$ cat src/rtl/gb_cart_pkg.sv
// Shared definitions for the cartridge header snooping logic.
//   - Header byte offsets within bank 0 (12-bit offsets, bank-0 addresses).
//   - Scanner FSM state type and the captured-header record.
package gb_cart_pkg;

    localparam logic [11:0] HDR_CGB   = 12'h143;
    localparam logic [11:0] HDR_SGB   = 12'h146;
    localparam logic [11:0] HDR_TYPE  = 12'h147;
    localparam logic [11:0] HDR_ROM   = 12'h148;
    localparam logic [11:0] HDR_RAM   = 12'h149;
    localparam logic [11:0] HDR_LIC   = 12'h14B;
    localparam logic [11:0] CSUM_LO   = 12'h134;
    localparam logic [11:0] CSUM_HI   = 12'h14C;
    localparam logic [11:0] CSUM_REF  = 12'h14D;
    localparam logic [11:0] LOGO_BASE = 12'h104;

    typedef enum logic [1:0] {
        IDLE = 2'd0,
        SCAN = 2'd1,
        DONE = 2'd2
    } state_e;

    typedef struct packed {
        logic [7:0] cgb;
        logic [7:0] sgb;
        logic [7:0] typ;
        logic [7:0] rom;
        logic [7:0] ram;
        logic [7:0] lic;
    } hdr_t;

endpackage

$ cat src/rtl/cart_logo_probe.sv
// One logo probe: tracks in-order, matching logo words seen in its bank.
//   clk_i, rst_ni : clock, asynchronous active-low reset
//   clear_i       : restart tracking (new download)
//   hit_i         : a logo-window word for this probe's bank is being written
//   idx_i         : word index of that write inside the logo window
//   eq_i          : the written word equals the stored bank-0 logo word
//   match_o       : every logo word arrived in order and matched
module cart_logo_probe #(
    parameter int unsigned ENTRIES = 8,
    parameter int unsigned SEL_W   = 3,
    parameter int unsigned CNT_W   = 4
) (
    input  logic             clk_i,
    input  logic             rst_ni,
    input  logic             clear_i,
    input  logic             hit_i,
    input  logic [SEL_W-1:0] idx_i,
    input  logic             eq_i,
    output logic             match_o
);

    logic [CNT_W-1:0] cnt_q;
    logic             fail_q;

    // Once complete, any further hit has an index past the end and fails.
    always_ff @(posedge clk_i or negedge rst_ni) begin
        if (!rst_ni) begin
            cnt_q  <= '0;
            fail_q <= 1'b0;
        end else if (clear_i) begin
            cnt_q  <= '0;
            fail_q <= 1'b0;
        end else if (hit_i) begin
            if ((CNT_W'(idx_i) == cnt_q) && eq_i) begin
                cnt_q <= cnt_q + 1'b1;
            end else begin
                fail_q <= 1'b1;
            end
        end
    end

    assign match_o = ~fail_q & (cnt_q == CNT_W'(ENTRIES));

endmodule

$ cat src/rtl/cart_header_scan.sv
// Snoops the ROM download stream, captures cartridge header fields,
// verifies the header checksum, detects multicart logo copies, and paces
// the download with a wait/write handshake.
//   clk_sys, reset_n       : clock, asynchronous active-low reset
//   ce                     : pacing enable
//   dl_active/dl_wr/dl_addr/dl_data : download port (byte address, LE words)
//   dl_wait, dn_write      : stall to source, SDRAM write slot
//   cart_ready             : a word has been committed since download start
//   hdr_valid              : header outputs are final
//   mbc_type..old_licensee : captured header bytes
//   hdr_csum_ok            : computed checksum equals byte 0x14D
//   probe_match            : bit k-1 set when probe bank k carries the logo
module cart_header_scan
    import gb_cart_pkg::*;
#(
    parameter int unsigned DATA_W      = 16,
    parameter int unsigned ADDR_W      = 25,
    parameter int unsigned NUM_PROBES  = 3,
    parameter int unsigned PROBE_SHIFT = 18,
    parameter int unsigned LOGO_BYTES  = 16
) (
    input  logic                  clk_sys,
    input  logic                  reset_n,
    input  logic                  ce,
    input  logic                  dl_active,
    input  logic                  dl_wr,
    input  logic [ADDR_W-1:0]     dl_addr,
    input  logic [DATA_W-1:0]     dl_data,
    output logic                  dl_wait,
    output logic                  dn_write,
    output logic                  cart_ready,
    output logic                  hdr_valid,
    output logic [7:0]            mbc_type,
    output logic [7:0]            rom_size,
    output logic [7:0]            ram_size,
    output logic [7:0]            cgb_flag,
    output logic [7:0]            sgb_flag,
    output logic [7:0]            old_licensee,
    output logic                  hdr_csum_ok,
    output logic [NUM_PROBES-1:0] probe_match
);

    localparam int unsigned BYTES    = DATA_W / 8;
    localparam int unsigned BSH      = (BYTES == 2) ? 1 : 0;
    localparam int unsigned LOGO_ENT = LOGO_BYTES / BYTES;
    localparam int unsigned SEL_W    = (LOGO_ENT > 1) ? $clog2(LOGO_ENT) : 1;
    localparam int unsigned CNT_W    = $clog2(LOGO_ENT + 1);
    localparam logic [11:0] LOGO_END = LOGO_BASE + 12'(LOGO_BYTES);

    state_e state_q, state_d;
    logic   act_q;
    logic   rise, fall, enter_scan, snoop, bank0, logo_win;

    logic [11:0]      off, logo_off, lane_addr;
    logic [7:0]       lane_byte;
    logic [SEL_W-1:0] logo_sel;
    logic             logo_eq;

    hdr_t       hdr_q, hdr_d;
    logic [7:0] csum_q, csum_d;
    logic       csum_ok_q, csum_ok_d;
    logic       dl_wait_q, dn_write_q, cart_ready_q;

    logic [DATA_W-1:0] logo_q [LOGO_ENT];

    assign rise = dl_active & ~act_q;
    assign fall = ~dl_active & act_q;

    always_comb begin
        state_d = state_q;
        case (state_q)
            IDLE:    if (rise) state_d = SCAN;
            SCAN:    if (fall) state_d = DONE;
            DONE:    if (rise) state_d = SCAN;
            default: state_d = IDLE;
        endcase
    end

    always_ff @(posedge clk_sys or negedge reset_n) begin
        if (!reset_n) begin
            state_q <= IDLE;
            act_q   <= 1'b0;
        end else begin
            state_q <= state_d;
            act_q   <= dl_active;
        end
    end

    assign enter_scan = (state_d == SCAN) && (state_q != SCAN);
    assign snoop      = dl_wr && (state_q == SCAN);
    assign off        = dl_addr[11:0];
    assign bank0      = (dl_addr[ADDR_W-1:12] == '0);
    assign logo_win   = (off >= LOGO_BASE) && (off < LOGO_END);
    assign logo_off   = off - LOGO_BASE;
    assign logo_sel   = SEL_W'(logo_off >> BSH);
    assign logo_eq    = (dl_data == logo_q[logo_sel]);

    // Lanes are walked low byte first so that with 16-bit words the checksum
    // byte 0x14D is compared against an accumulator already including 0x14C.
    always_comb begin
        hdr_d     = hdr_q;
        csum_d    = csum_q;
        csum_ok_d = csum_ok_q;
        lane_addr = '0;
        lane_byte = '0;
        if (enter_scan) begin
            hdr_d     = '0;
            csum_d    = '0;
            csum_ok_d = 1'b0;
        end else if (snoop && bank0) begin
            for (int unsigned l = 0; l < BYTES; l++) begin
                lane_addr = off + 12'(l);
                lane_byte = dl_data[8*l +: 8];
                case (lane_addr)
                    HDR_CGB:  hdr_d.cgb = lane_byte;
                    HDR_SGB:  hdr_d.sgb = lane_byte;
                    HDR_TYPE: hdr_d.typ = lane_byte;
                    HDR_ROM:  hdr_d.rom = lane_byte;
                    HDR_RAM:  hdr_d.ram = lane_byte;
                    HDR_LIC:  hdr_d.lic = lane_byte;
                    default:  ;
                endcase
                if ((lane_addr >= CSUM_LO) && (lane_addr <= CSUM_HI)) begin
                    csum_d = csum_d - lane_byte - 8'd1;
                end
                if (lane_addr == CSUM_REF) begin
                    csum_ok_d = (csum_d == lane_byte);
                end
            end
        end
    end

    always_ff @(posedge clk_sys or negedge reset_n) begin
        if (!reset_n) begin
            hdr_q     <= '0;
            csum_q    <= '0;
            csum_ok_q <= 1'b0;
        end else begin
            hdr_q     <= hdr_d;
            csum_q    <= csum_d;
            csum_ok_q <= csum_ok_d;
        end
    end

    always_ff @(posedge clk_sys or negedge reset_n) begin
        if (!reset_n) begin
            for (int unsigned i = 0; i < LOGO_ENT; i++) logo_q[i] <= '0;
        end else if (enter_scan) begin
            for (int unsigned i = 0; i < LOGO_ENT; i++) logo_q[i] <= '0;
        end else if (snoop && bank0 && logo_win) begin
            logo_q[logo_sel] <= dl_data;
        end
    end

    for (genvar k = 1; k <= NUM_PROBES; k++) begin : g_probe
        logic hit;
        assign hit = snoop && logo_win
                  && (dl_addr[ADDR_W-1:PROBE_SHIFT] == (ADDR_W-PROBE_SHIFT)'(k))
                  && (dl_addr[PROBE_SHIFT-1:12] == '0);

        cart_logo_probe #(
            .ENTRIES (LOGO_ENT),
            .SEL_W   (SEL_W),
            .CNT_W   (CNT_W)
        ) u_probe (
            .clk_i   (clk_sys),
            .rst_ni  (reset_n),
            .clear_i (enter_scan),
            .hit_i   (hit),
            .idx_i   (logo_sel),
            .eq_i    (logo_eq),
            .match_o (probe_match[k-1])
        );
    end

    // dn_write spans one ce period: set at the first ce after the wait is
    // raised, dropped (with the wait) at the following ce.
    always_ff @(posedge clk_sys or negedge reset_n) begin
        if (!reset_n) begin
            dl_wait_q    <= 1'b0;
            dn_write_q   <= 1'b0;
            cart_ready_q <= 1'b0;
        end else begin
            if (ce) begin
                if (dn_write_q) begin
                    dn_write_q   <= 1'b0;
                    dl_wait_q    <= 1'b0;
                    cart_ready_q <= 1'b1;
                end else begin
                    dn_write_q <= dl_wait_q;
                end
            end
            if (dl_wr) dl_wait_q <= 1'b1;
            if (enter_scan) cart_ready_q <= 1'b0;
        end
    end

    assign dl_wait      = dl_wait_q;
    assign dn_write     = dn_write_q;
    assign cart_ready   = cart_ready_q;
    assign hdr_valid    = (state_q == DONE);
    assign mbc_type     = hdr_q.typ;
    assign rom_size     = hdr_q.rom;
    assign ram_size     = hdr_q.ram;
    assign cgb_flag     = hdr_q.cgb;
    assign sgb_flag     = hdr_q.sgb;
    assign old_licensee = hdr_q.lic;
    assign hdr_csum_ok  = csum_ok_q;

endmodule

$ cat config.mk
export PLATFORM = sky130hd
export DESIGN_NAME = cart_header_scan
export DESIGN_NICKNAME = d
export VERILOG_FILES = /design/src/rtl/gb_cart_pkg.sv /design/src/rtl/cart_logo_probe.sv /design/src/rtl/cart_header_scan.sv
export SDC_FILE = /design/constraint.sdc
export NUM_CORES = 1
export LEC_CHECK = 0
export ABC_AREA = 1
export ABC_CLOCK_PERIOD_IN_PS = 7200
export BUFFER_PORTS_ARGS = -buffer_cell sky130_fd_sc_hd__buf_2
export CORE_MARGIN = 2
export CORE_UTILIZATION = 50
export CTS_CLUSTER_DIAMETER = 120
export CTS_CLUSTER_SIZE = 40
export DETAILED_ROUTE_END_ITERATION = 8
export MAX_ROUTING_LAYER = met4
export PLACE_DENSITY = 0.66
export SETUP_SLACK_MARGIN = 0.5
export SKIP_LAST_GASP = 1
export SLEW_MARGIN = 40
export SYNTH_ARGS = -nofsm -noshare
export SYNTH_HDL_FRONTEND = slang
export SYNTH_SLANG_ARGS = --single-unit
$ cat constraint.sdc
create_clock -name clk_sys -period 7.2 [get_ports clk_sys]
set_input_delay 0.36 -clock clk_sys [delete_from_list [all_inputs] [get_ports clk_sys]]
set_output_delay 0.36 -clock clk_sys [all_outputs]
set_load 0.02 [all_outputs]
==> out/results.tsv, run 1 <==
metric	value	unit
status	finished, final reports clean	
post-place-ws	3.09	ns
slew_viol_final	0	
yosysTopAreaCell	dfrtp_1	
grt_start_max_net_pins	81	
hpwl	26000	um
clock_latency	0.51	ns
hold_viol	0	
avgSynthCellArea	7.86	um2
holdWs	0.112	ns
routabilityCongestion	0.930	
finalClockSkew	0.0648	ns
slowest_stage	o21ai_1	
period_needed	3.67	ns
synth-main-ff-cell	dfrtp_1	
fin_ws	3.53	ns
period_share	51.0	%
layout-drive-gt1-share	13.0	%
root_buffer	clkbuf_16	
wl_per_cell	19.6	um
async_flop_share	100	%
cts_buffers	10	
cts_setup_buffers	0	
synth_edf_count	0	
overflow	0	
h-tree-depth	1	
multiInputGateArea	5860	um2
via_per_inst	5.76	
initial_core_util	50.6	%
critPathArrivalTime	4.06	ns
syn_area	12200	um2
path_class	in2reg	
cp_data_required_time	7.59	ns
crit_fanout	50	
nFillCells	2330	
finalCoreUtilization	54.3	%
cp_num_buf_inv	3	
ff_latch_area	5150	um2
drv_cap	0	
grt_pass1_wl	59600	um
placementRows	57	
fmax	272	MHz
port_buffers	101	
drt_iter0_drc	1039	
cts_num_sinks	206	
rsz0062_at_grt	no	
worst_path_largest_cell_delay	0.52	ns
ys_warn_count	0	
peakVddDrop	215	uV
ys_ff_latch	206	
p_per_area	274	nW/um2
p_leak	6.43	nW
slew_headroom	44.1	%
gr-usage-all-layers	30.2	%
netlist_instances	1556	
fin_setup_tns	0	ns
cts_tree	yes	
core_area	24200	um2
yosysUniqueCellTypes	49	
cts.reportedPaths.clkPinSlew	0.12	ns
ys_seq_area_share	42.1	%
final-setup-viol-count	0	
synth_top_area_share	42.1	%
syn_nets	1630	
antenna_found_initial	0	
vias	11062	
ant_nets	0	
grt_pass1_vias	10694	
pin_count	102	
wirelength	37600	um
clock_path_buffers	3	
cts_hold_buf	2	
startpoint_type	primary input	
cp_top_family	simple AND/OR/NAND/NOR gates	
n_antenna_cell	0	
drc_errors	0	
syn2layout_area_growth	7.42	%
worstSetupEndpointType	register	
ys_top_cells_by_area	dfrtp_1 42%, nand2_1 9.3%, inv_1 5.8%	
postCtsResizedCells	0	
worstHoldPathType	in2reg	
drtPass1Iterations	5	
tightest_slew	0.837	ns
die_area	25700	um2
cp_common_cell	nand2_1	
die_w	160	um
die_y	160	um
nets	1666	
-- report_power, final --
part / switching (mW) / leakage, nW / total (mW) / internal (mW)
clock network: 0.423 / 0.162 / 0.719 / 0.296
registers: 0.181 / 2.51 / 1.69 / 1.51
logic: 0.764 / 3.76 / 1.18 / 0.419
-- layer usage --
metal	share of wire, %	GRT usage (%)
met5	0	-
met4	3.0	8.85
met3	6.3	3.36
met2	47	48.3
met1	44	40.9
-- cells in the final DEF (no fill, tap or decap), types with 7 or more instances in the layout --
master / netlist / routed
ha_1: 26 / 26
or2_2: 8 / 8
o211ai_1: 36 / 36
nand3_1: 127 / 127
o21ai_2: 12 / 11
buf_2: 22 / 100
nand4_1: 13 / 13
o21ai_0: 128 / 128
dfrtp_1: 206 / 206
inv_1: 188 / 187
o221ai_1: 14 / 14
nand2_2: 13 / 18
xor2_1: 31 / 31
nand2_1: 303 / 298
xnor2_1: 8 / 8
nor2_1: 65 / 65
nor3_1: 8 / 8
o22ai_1: 91 / 91
a21oi_1: 58 / 58
clkbuf_16: 0 / 11
a21oi_4: 7 / 7
inv_2: 13 / 12
o21ai_1: 58 / 58
-- layout make-up --
class / count / share of cell area (%)
Tap cell: 324 / 3.09
Multi-Input combinational cell: 1058 / 44.6
Timing Repair Buffer: 110 / 4.52
Clock inverter: 3 / 0.476
Inverter: 206 / 5.93
Clock buffer: 12 / 2.12
Sequential cell: 206 / 39.2
-- cell usage after synthesis, drive strengths merged (26+ instances only) --
cell,count
ha,26
buf,49
a21oi,65
o211ai,36
nand3,132
o22ai,91
xor2,31
inv,201
clkbuf,37
dfrtp,206
o21ai,198
nand2,320
nor2,75
-- stage by stage --
step / std cells / power [mW] / instance area, um2
floorplan: 1556 / 2.50 / 12200
global placement: 1902 / 2.86 / 12700
detailed placement: 1902 / 2.90 / 12800
CTS: 1919 / 3.61 / 13100
global route: 1919 / 3.82 / 13100
finish: 1919 / 3.60 / 13100
-- kinds of logic (layout without fill, tap and decap cells) --
| group | Yosys count | count (layout) | synth area share, % |
|---|---|---|---|
| and+or+nand+nor | 572 | 572 | 21.4 |
| AOI/OAI and AO/OA | 419 | 419 | 20.6 |
| buffers and inverters | 292 | 331 | 10.1 |
| DFF | 206 | 206 | 42.1 |
| xor gates and xnor gates | 39 | 39 | 2.79 |
| adders and majority gates | 28 | 28 | 2.99 |
-- worst reg2reg max path: cells and delay by family, from the launching register on --
family | cells | cell delay, ns
simple gates | 17 | 1.36
xor+xnor | 1 | 0.13
flops | 1 | 0.37
buf+inv | 6 | 0.41
compound gates | 1 | 0.18
fa+ha+maj | 3 | 0.92
-- flip-flops by register name (all words and copies together), names as in the netlist, 3 cells and up --
| register | count |
|---|---|
| logo_q | 128 |
| g_probe.u_probe.cnt_q | 12 |
| cgb_flag | 8 |
| csum_q | 8 |
| mbc_type | 8 |
| old_licensee | 8 |
| ram_size | 8 |
| rom_size | 8 |
| sgb_flag | 8 |
| g_probe.u_probe.fail_q | 3 |
-- path summary, 6_finish.rpt --
check | startpoint | end | slack (ns) | cells after the start
worst max register to register | csum_q[0] | hdr_csum_ok | 3.76 | 28
worst min-delay path | dl_wr | dl_wait | 0.11 | 3
worst min register to register | state_q[1] | state_q[0] | 0.49 | 1
worst max-delay path | dl_addr[2] | hdr_csum_ok | 3.53 | 25
max in group asynchronous | reset_n | csum_q[3] | 5.66 | 3
min in group asynchronous | reset_n | logo_q[66] | 0.41 | 2
(Power assumes the default switching activity.)
==> run 2: changes to the inputs <==
--- a/config.mk
+++ b/config.mk
@@ -6,7 +6,7 @@
 export NUM_CORES = 1
 export LEC_CHECK = 0
 export ABC_AREA = 1
-export ABC_CLOCK_PERIOD_IN_PS = 7200
+export ABC_CLOCK_PERIOD_IN_PS = 3500
 export BUFFER_PORTS_ARGS = -buffer_cell sky130_fd_sc_hd__buf_2
 export CORE_MARGIN = 2
 export CORE_UTILIZATION = 50
==> constraint.sdc (replaced) <==
create_clock -name clk_sys -period 3.5 [get_ports clk_sys]
set_input_delay 0.175 -clock clk_sys [delete_from_list [all_inputs] [get_ports clk_sys]]
set_output_delay 0.175 -clock clk_sys [all_outputs]
set_load 0.02 [all_outputs]
==> out/results.tsv, run 2 (synthesis results as in run 1) <==
metric	value	unit	change
status	finished, final reports clean		
antenna_found_initial	0		unchanged
cp_data_required_time	3.87	ns	-3.72 ns
slew_headroom	52.3	%	+8.2 points
vias	11351		+2.6%
drtPass1Iterations	5		unchanged
h-tree-depth	1		unchanged
path_class	reg2reg		
fin_area	13600	um2	+3.2%
gr-usage-all-layers	31.0	%	+0.76 points
tightest_slew	0.716	ns	-0.121 ns
multiInputGateArea	5910	um2	+0.88%
ant_nets	0		unchanged
final_cell_mix	299 x nand2_1, 206 x dfrtp_1, 185 x inv_1		
syn2layout_area_growth	10.8	%	
final-setup-viol-count	0		unchanged
drv_cap	0		unchanged
cts_tree	yes		
drc_errors	0		unchanged
critPathArrivalTime	3.55	ns	-0.51 ns
reg_top3	logo_q: 128 flops, g_probe.u_probe.cnt_q: 12 flops		
r2r_slack	0.32	ns	-3.44 ns
die_y	160	um	unchanged
slew_viol_final	0		unchanged
placementRows	57		unchanged
cts_buffers	10		unchanged
hold_viol	0		unchanged
worstHoldPathType	in2reg		
nets	1713		+2.8%
largest_reg_flops	128		unchanged
overflow	0		unchanged
ff_latch_area	5150	um2	unchanged
die_area	25700	um2	unchanged
clock_latency	0.51	ns	about the same
root_buffer	clkbuf_16		
pin_count	102		unchanged
final_common_cell	nand2_1		
rsz0062_at_grt	yes		
finalClockSkew	0.0392	ns	-0.0255 ns
via_per_inst	5.78		+0.21%
wirelength	38400	um	+2.2%
cts.reportedPaths.clkPinSlew	0.15	ns	+0.03 ns
worstSetupEndpointType	register		
cp_top_family	simple AND/OR/NAND/NOR gates		
grt_pass1_vias	10817		+1.2%
cp_num_buf_inv	6		+3
peakVddDrop	426	uV	+98%
grt_pass1_wl	61100	um	+2.5%
finalCoreUtilization	56.1	%	+1.7 points
layout-drive-gt1-share	15.8	%	+2.8 points
period_needed	3.18	ns	
startpoint_type	register		
die_w	160	um	unchanged
grt_start_max_net_pins	71		-12%
hpwl	27200	um	+4.7%
p_leak	6.66	nW	+3.5%
fin_setup_tns	0	ns	unchanged
crit_fanout	4		-92%
worst_path_largest_cell_delay	0.41	ns	-0.11 ns
n_antenna_cell	0		unchanged
p_per_area	549	nW/um2	+100%
cts_num_sinks	206		unchanged
place_area	13100	um2	+2.3%
cp_common_cell	nand2_1		
largest-register	logo_q		
wl_per_cell	19.5	um	-0.20%
port_buffers	101		unchanged
routabilityCongestion	0.990		+6.5%
period_share	90.9	%	
initial_core_util	50.6	%	unchanged
clock_path_buffers	3		unchanged
slowest_stage	dfrtp_1		
nFillCells	2322		-0.34%
fmax	314	MHz	
drt_iter0_drc	1107		+6.5%
core_area	24200	um2	unchanged
-- run 2: cell types whose count changed in the layout (fill, tap and decap cells not counted), sizes merged --
| cell | delta |
|---|---|
| buf | +43 |
| clkbuf | -1 |
| clkinv | -2 |
| dlygate4sd3 | +4 |
| inv | +2 |
-- run 2: layout make-up --
class	count	share of cell area, %
Clock inverter	3	0.462
Multi-Input combinational cell	1058	43.6
Tap cell	324	2.99
Timing Repair Buffer	157	7.13
Inverter	206	5.73
Clock buffer	11	2.03
Sequential cell	206	38.0
-- run 2: timing repair --
action	4_1_cts	5_1_grt
endpoints found under the setup margin	2	11
hold endpoints to repair	70	0
pin swaps	2	11
setup buffers	3	2
hold buffers	6	0
gates resized for setup	4	9
-- run 2: per-layer routing --
metal	vias up	routed length [um]	global-route usage, %
li1	5394	-	-
met1	5505	16600	41.8
met2	386	18000	49.0
met3	66	2600	4.29
met4	0	1230	9.05
met5	-	0	-
-- run 2: stage by stage --
stage               setup slack, ns  power, mW  instances  hold WS, ns
finish                        0.317       7.44       1965       0.0237
global route                 0.0725       7.92       1965       0.0418
CTS                           0.324       7.47       1963       0.0170
detailed placement            0.151       6.00       1940        0.223
global placement              0.235       5.94       1940        0.225
floorplan                     0.515       5.14       1556       -0.121
-- run 2: final timing paths --
check / cells past startpoint / start / to
worst min register to register: 2 / rom_size[7] / rom_size[7]
worst max-delay path: 28 / csum_q[0] / hdr_csum_ok
min in group asynchronous: 2 / reset_n / logo_q[120]
max in group asynchronous: 3 / reset_n / cgb_flag[5]
worst min-delay path: 4 / dl_addr[18] / g_probe[2].u_probe.fail_q
worst max register to register: 28 / csum_q[0] / hdr_csum_ok
-- run 2: worst min-delay path: stages --
cell and delay [ns]:
buf_2 0.09, o41ai_1 0.12, nand3_1 0.08, nand2_1 0.04
-- run 2: power breakdown --
part / leakage [nW] / internal [mW] / switching (mW) / total [mW]
Clock: 0.162 / 0.612 / 0.858 / 1.47
Combinational: 3.99 / 0.898 / 1.61 / 2.51
Sequential: 2.51 / 3.11 / 0.354 / 3.46
Total: 6.66 / 4.62 / 2.82 / 7.44
